`src/rtl/mem_frame_serializer_if.sv`:
```
// Frame-in / word-stream-out bundle for mem_frame_serializer.
// master = frame source and beat sink; slave = the serializer itself.
interface mem_frame_serializer_if #(
  parameter int WIDTH = 16,
  parameter int ROWS  = 4,
  parameter int COLS  = 5
);
  localparam int RW = (ROWS > 1) ? $clog2(ROWS) : 1;
  localparam int CW = (COLS > 1) ? $clog2(COLS) : 1;

  logic             in_valid;
  logic             in_ready;
  logic [WIDTH-1:0] in_frame [ROWS-1:0][COLS-1:0];
  logic             out_valid;
  logic             out_ready;
  logic [WIDTH-1:0] out_data;
  logic [RW-1:0]    out_row;
  logic [CW-1:0]    out_col;
  logic             out_last;

  modport master (
    output in_valid, in_frame, out_ready,
    input  in_ready, out_valid, out_data, out_row, out_col, out_last
  );

  modport slave (
    input  in_valid, in_frame, out_ready,
    output in_ready, out_valid, out_data, out_row, out_col, out_last
  );
endinterface

```
`src/rtl/mem_frame_serializer.sv`:
```
// Captures one ROWS x COLS frame and streams it row-major, one word per valid/ready beat.
// Defining MEM_SERIAL_CSUM_EN appends a modulo-2^WIDTH checksum beat after the data beats.
module mem_frame_serializer #(
  parameter int WIDTH = 16,
  parameter int ROWS  = 4,
  parameter int COLS  = 5
) (
  input logic                   clk,
  input logic                   rst,
  mem_frame_serializer_if.slave bus
);
  localparam int RW = (ROWS > 1) ? $clog2(ROWS) : 1;
  localparam int CW = (COLS > 1) ? $clog2(COLS) : 1;
  localparam logic [RW-1:0] ROW_MAX = RW'(ROWS - 1);
  localparam logic [CW-1:0] COL_MAX = CW'(COLS - 1);

`ifdef MEM_SERIAL_CSUM_EN
  typedef enum logic [1:0] {IDLE, STREAM, CSUM} state_t;
`else
  typedef enum logic {IDLE, STREAM} state_t;
`endif

  state_t           state, state_nxt;
  logic [RW-1:0]    row, row_nxt;
  logic [CW-1:0]    col, col_nxt;
  logic             capture;
  logic             accept;
  logic             at_end;
  logic [WIDTH-1:0] frame_buf [ROWS-1:0][COLS-1:0];

  always_ff @(posedge clk or posedge rst) begin
    if (rst) begin
      state <= IDLE;
      row   <= '0;
      col   <= '0;
    end else begin
      state <= state_nxt;
      row   <= row_nxt;
      col   <= col_nxt;
    end
  end

  // Buffer contents are irrelevant until a capture, so no reset is needed here.
  always_ff @(posedge clk) begin
    if (capture) begin
      for (int r = 0; r < ROWS; r++) begin
        for (int c = 0; c < COLS; c++) begin
          frame_buf[r][c] <= bus.in_frame[r][c];
        end
      end
    end
  end

`ifdef MEM_SERIAL_CSUM_EN
  logic [WIDTH-1:0] csum;

  always_ff @(posedge clk or posedge rst) begin
    if (rst) begin
      csum <= '0;
    end else if (capture) begin
      csum <= '0;
    end else if (accept) begin
      csum <= csum + bus.out_data;
    end
  end
`endif

  always_comb begin
    state_nxt = state;
    row_nxt   = row;
    col_nxt   = col;
    capture   = 1'b0;
    accept    = 1'b0;
    at_end    = (row == ROW_MAX) && (col == COL_MAX);

    case (state)
      IDLE: begin
        if (bus.in_valid) begin
          capture   = 1'b1;
          state_nxt = STREAM;
          row_nxt   = '0;
          col_nxt   = '0;
        end
      end
      STREAM: begin
        if (bus.out_ready) begin
          accept = 1'b1;
          if (at_end) begin
            row_nxt = '0;
            col_nxt = '0;
`ifdef MEM_SERIAL_CSUM_EN
            state_nxt = CSUM;
`else
            state_nxt = IDLE;
`endif
          end else if (col == COL_MAX) begin
            col_nxt = '0;
            row_nxt = row + 1'b1;
          end else begin
            col_nxt = col + 1'b1;
          end
        end
      end
`ifdef MEM_SERIAL_CSUM_EN
      CSUM: begin
        if (bus.out_ready) begin
          state_nxt = IDLE;
        end
      end
`endif
      default: state_nxt = IDLE;
    endcase

    bus.in_ready  = (state == IDLE);
    bus.out_valid = (state != IDLE);
    bus.out_row   = row;
    bus.out_col   = col;
    bus.out_data  = '0;
    if (state == STREAM) begin
      bus.out_data = frame_buf[row][col];
    end
`ifdef MEM_SERIAL_CSUM_EN
    if (state == CSUM) begin
      bus.out_data = csum;
    end
    bus.out_last = (state == CSUM);
`else
    bus.out_last = (state == STREAM) && at_end;
`endif
  end
endmodule
```
`src/flat_wrapper.sv`:
```
// flat-port wrapper written by rule: the top's interface ports become plain ports
module mem_frame_serializer_flat 
#(
  parameter int WIDTH = 16,
  parameter int ROWS  = 4,
  parameter int COLS  = 5
)
  (clk, rst, bus_in_valid, bus_in_frame, bus_out_ready, bus_in_ready, bus_out_valid, bus_out_data, bus_out_row, bus_out_col, bus_out_last);
  mem_frame_serializer_if #(.WIDTH(WIDTH), .ROWS(ROWS), .COLS(COLS)) bus_i ();
  input logic clk;
  input logic rst;
  input wire logic [$bits(bus_i.in_valid)-1:0] bus_in_valid;
  input wire logic [$bits(bus_i.in_frame)-1:0] bus_in_frame;
  input wire logic [$bits(bus_i.out_ready)-1:0] bus_out_ready;
  output wire logic [$bits(bus_i.in_ready)-1:0] bus_in_ready;
  output wire logic [$bits(bus_i.out_valid)-1:0] bus_out_valid;
  output wire logic [$bits(bus_i.out_data)-1:0] bus_out_data;
  output wire logic [$bits(bus_i.out_row)-1:0] bus_out_row;
  output wire logic [$bits(bus_i.out_col)-1:0] bus_out_col;
  output wire logic [$bits(bus_i.out_last)-1:0] bus_out_last;
  assign bus_i.in_valid = bus_in_valid;
  assign bus_i.in_frame = {>>{bus_in_frame}};
  assign bus_i.out_ready = bus_out_ready;
  assign bus_in_ready = bus_i.in_ready;
  assign bus_out_valid = bus_i.out_valid;
  assign bus_out_data = bus_i.out_data;
  assign bus_out_row = bus_i.out_row;
  assign bus_out_col = bus_i.out_col;
  assign bus_out_last = bus_i.out_last;
  mem_frame_serializer #(.WIDTH(WIDTH), .ROWS(ROWS), .COLS(COLS)) u_core (.clk(clk), .rst(rst), .bus(bus_i));
endmodule
```
`config.mk`:
```
export PLATFORM = sky130hd
export DESIGN_NAME = mem_frame_serializer_flat
export DESIGN_NICKNAME = d
export VERILOG_FILES = /design/src/rtl/mem_frame_serializer_if.sv /design/src/rtl/mem_frame_serializer.sv /design/src/flat_wrapper.sv
export SDC_FILE = /design/constraint.sdc
export NUM_CORES = 1
export LEC_CHECK = 0
export BUFFER_PORTS_ARGS = -buffer_cell sky130_fd_sc_hd__buf_2
export CAP_MARGIN = 40
export CELL_PAD_IN_SITES_DETAIL_PLACEMENT = 1
export CELL_PAD_IN_SITES_GLOBAL_PLACEMENT = 1
export CORE_MARGIN = 4
export CORE_UTILIZATION = 47
export CTS_CLUSTER_SIZE = 14
export DETAILED_ROUTE_END_ITERATION = 10
export GPL_ROUTABILITY_DRIVEN = 1
export PLACE_DENSITY = 0.83
export SLEW_MARGIN = 20
export SYNTH_ARGS = -nofsm -noshare
export SYNTH_HDL_FRONTEND = slang
export SYNTH_SLANG_ARGS = --single-unit
```
`constraint.sdc`:
```
create_clock -name clk -period 33 [get_ports clk]
set_input_delay 6.6 -clock clk [delete_from_list [all_inputs] [get_ports clk]]
set_output_delay 6.6 -clock clk [all_outputs]
set_load 0.05 [all_outputs]
```
==> out/summary.txt <==
Status: finished, final reports clean
Synthesized area: 0.01278 mm^2
Hpwl dp: 26600 um
Clk_lat worst skew: 0.52 ns
TritonCTS Buffers: 35
Dpl ws: 23.41 ns
Final period utilization: 0.3082
Clock Skews: 0.01500 ns
Via density: 5.636
Warnings from Yosys: 0
Htree depth: 2
Pwr dens: 78.09 mW/mm^2
Via count: 7846
CP arrival: 3.57 ns
Post-CTS Resized: 0
Initial antenna violation count: 15
Fillers: 2532
CP Class: flip-flop to output pin
Final hold violation count: 0
Max VDD drop: 0.00005661 V
Area taken by multi-input logic gates: 0.002766 mm^2
Sum Neg Setup Slack: 0 ns
Fmax: 0.09832 GHz
CTS tree: built
Die width: 172.9 um
Die Y: 172.9 um
Via count of the first global-routing pass: 8763
CTS root buf: clkbuf_16
Grt ovf: 0
Drt total wl: 37950 um
Worst-path clk slew: 0.07 ns
Final GP Congestion: 0.8237
Cells after DPL: 1310
Post-route DRC: 0
Syn_area_per_cell: 19.70 um^2
Register Area: 0.009767 mm^2
Iter 0 DRT Violations: 719
Total track usage: 0.2444
Nets: 1335
CP endpoint kind: output pin
Final setup violating endpoints: 0
Syn_nets: 976
First-pass GRT wire length: 54800 um
Worst min path class: flip-flop to flip-flop
Die area: 0.02990 mm^2
Max_cap viols: 0
Crit path time final: 10.17 ns
Port bufs: 347
CTS max path bufs: 3
Fin. max-slew vios: 0
Relative slew slack: 0.4588
Hold_buf cts: 0
Number of post-CTS setup repair buffers: 0
Distinct cells, synth: 42
RSZ-0062 raised after global routing: no
Final worst slack: 22.83 ns
Post-synthesis register bit count: 326
First-pass DRT Iterations: 5
Largest net degree at the start of global routing: 65
DRT antenna net count: 0
Share of cells above drive strength 1: 0.4647
Core area: 0.02688 mm^2
Drt wl/cell: 27.26 um
Final Non-Filler Cells: 1392
Tot Pwr: 0.001257 W
Crit Path Max Fanout: 46
CP Launch Type: flip-flop
Area grow syn2layout: 25.88%
Post-synthesis cell count: 649
Slew @ Worst Pin: 0.8119 ns
Static Leak: 5.886 nW
Seq/Total Area, Yosys: 0.7634
Clock sink total: 326
Initial Util: 0.4757
Rows: 60
I/O pins: 348
Worst EP required: 26.40 ns
[per-layer routing]
layer | share of wire | up-vias | global-route usage
li1 | - | 3422 | -
met1 | 0.38 | 3932 | 0.3132
met2 | 0.52 | 408 | 0.4125
met3 | 0.062 | 82 | 0.04700
met4 | 0.032 | 2 | 0.1031
met5 | 0.00018 | - | 0
[path summary, 6_finish.rpt]
check	from	end	slack, ns	cells past startpoint
setup / recovery	u_core.bus.out_row[1]$_DFFE_PP0P_	bus_out_data[6]	22.83	6
hold / removal	u_core.bus.out_row[0]$_DFFE_PP0P_	u_core.bus.out_row[0]$_DFFE_PP0P_	0.70	1
setup reg to reg	u_core.bus.out_valid$_DFF_PP0_	u_core.frame_buf[1][68]$_DFFE_PP_	30.49	5
hold reg to reg	u_core.bus.out_row[0]$_DFFE_PP0P_	u_core.bus.out_row[0]$_DFFE_PP0P_	0.70	1
max in group asynchronous	rst	u_core.bus.out_row[0]$_DFFE_PP0P_	26.77	2
min in group asynchronous	rst	u_core.bus.out_row[1]$_DFFE_PP0P_	6.00	2
[worst max-delay path, cell delays in order, from the launching register on]
cell and delay [ns]:
dfrtp_4 0.77, buf_4 0.72, mux2i_1 0.17, a221oi_1 0.37, o21ai_1 0.19, a311oi_1 0.43
buf_2 0.35
[layout by cell type (no fill, tap or decap), types with 2 or more instances in the layout]
| cell type | n |
|---|---|
| clkbuf_16 | 36 |
| ha_1 | 3 |
| clkinv_2 | 6 |
| a221oi_1 | 7 |
| edfxtp_1 | 320 |
| o221ai_1 | 9 |
| mux2_2 | 25 |
| mux4_2 | 39 |
| clkbuf_1 | 9 |
| nor2_1 | 11 |
| a211oi_1 | 25 |
| dfrtp_2 | 3 |
| clkinv_1 | 8 |
| mux2i_1 | 58 |
| a311oi_1 | 7 |
| and2_1 | 2 |
| nand3_1 | 2 |
| o21ai_0 | 11 |
| o21ai_1 | 7 |
| buf_16 | 3 |
| buf_12 | 2 |
| bufinv_16 | 4 |
| a21boi_0 | 7 |
| o22ai_1 | 20 |
| dfrtp_1 | 2 |
| nand2_1 | 22 |
| diode_2 | 16 |
| o21a_1 | 9 |
| inv_1 | 3 |
| buf_2 | 347 |
| buf_4 | 9 |
[registers in the layout (all words and copies together) (netlist names)]
register and count:
u_core.bus.out_col 3, u_core.bus.out_valid 1, u_core.bus.out_row 2, u_core.frame_buf 320
[stage by stage]
stage / instance area, um^2 / util / hold WS (ns)
2_1_floorplan: 12780 / - / 0.9601
3_3_place_gp: 14780 / 0.5499 / 0.6530
3_5_place_dp: 14880 / 0.5537 / 0.6920
4_1_cts: 16020 / 0.5960 / 0.7001
5_1_grt: 16090 / 0.5987 / 0.7332
6_report: 16090 / 0.5988 / 0.6957
[cell type report]
class | count | share of cell area
Timing Repair Buffer | 362 | 0.1207
Clock inverter | 19 | 0.01252
Multi-Input combinational cell | 279 | 0.1719
Inverter | 4 | 0.0009330
Sequential cell | 326 | 0.6069
Antenna cell | 16 | 0.002488
Tap cell | 341 | 0.02651
Clock buffer | 45 | 0.05808
[cells in the mapped netlist]
cell type / instances / share of area
mux2_2: 25 / 0.022
mux2i_1: 58 / 0.045
a32o_1: 1 / 0.00078
o21ai_1: 7 / 0.0027
a21o_1: 1 / 0.00059
a211oi_1: 25 / 0.015
nand3b_1: 1 / 0.00059
o21a_1: 9 / 0.0053
a311oi_1: 7 / 0.0048
a221oi_1: 7 / 0.0048
buf_6: 4 / 0.0035
a21boi_0: 7 / 0.0041
and3_1: 1 / 0.00049
nor2_1: 11 / 0.0032
or2_1: 1 / 0.00049
o21bai_1: 1 / 0.00059
buf_4: 7 / 0.0041
o41ai_1: 1 / 0.00069
o221ai_1: 9 / 0.0062
buf_12: 1 / 0.0016
clkinv_1: 1 / 0.00029
a21oi_1: 1 / 0.00039
nand2b_1: 1 / 0.00049
buf_1: 3 / 0.00088
nor2_4: 1 / 0.00088
edfxtp_1: 320 / 0.75
inv_1: 3 / 0.00088
a31oi_1: 1 / 0.00049
clkbuf_1: 10 / 0.0029
and2_1: 2 / 0.00098
mux4_2: 39 / 0.069
buf_8: 1 / 0.0012
nor2b_1: 2 / 0.00098
nand2_1: 22 / 0.0065
nand3_1: 2 / 0.00078
nor2_2: 1 / 0.00049
o22ai_1: 20 / 0.0098
o21ai_0: 11 / 0.0043
buf_2: 14 / 0.0055
ha_1: 3 / 0.0029
dfrtp_1: 6 / 0.012
or3b_1: 1 / 0.00069
[cells by family (layout without fill, tap and decap cells)]
group	count (synthesis)	count (layout)	synth area share
muxes	122	122	0.1361
DFF	326	326	0.7634
adders and majority gates	3	3	0.002936
and+or+nand+nor	46	46	0.01654
AOI/OAI and AO/OA	108	108	0.06019
buffers and inverters	44	430	0.02085
other	0	16	0
[power breakdown]
part,internal (W),total (W),switching (W)
sequential,0.000465,0.000483,0.0000179
clock,0.000233,0.000391,0.000159
combinational,0.000135,0.000382,0.000247
total,0.000833,0.00126,0.000424
No activity file was read; power rests on OpenSTA's default activity.
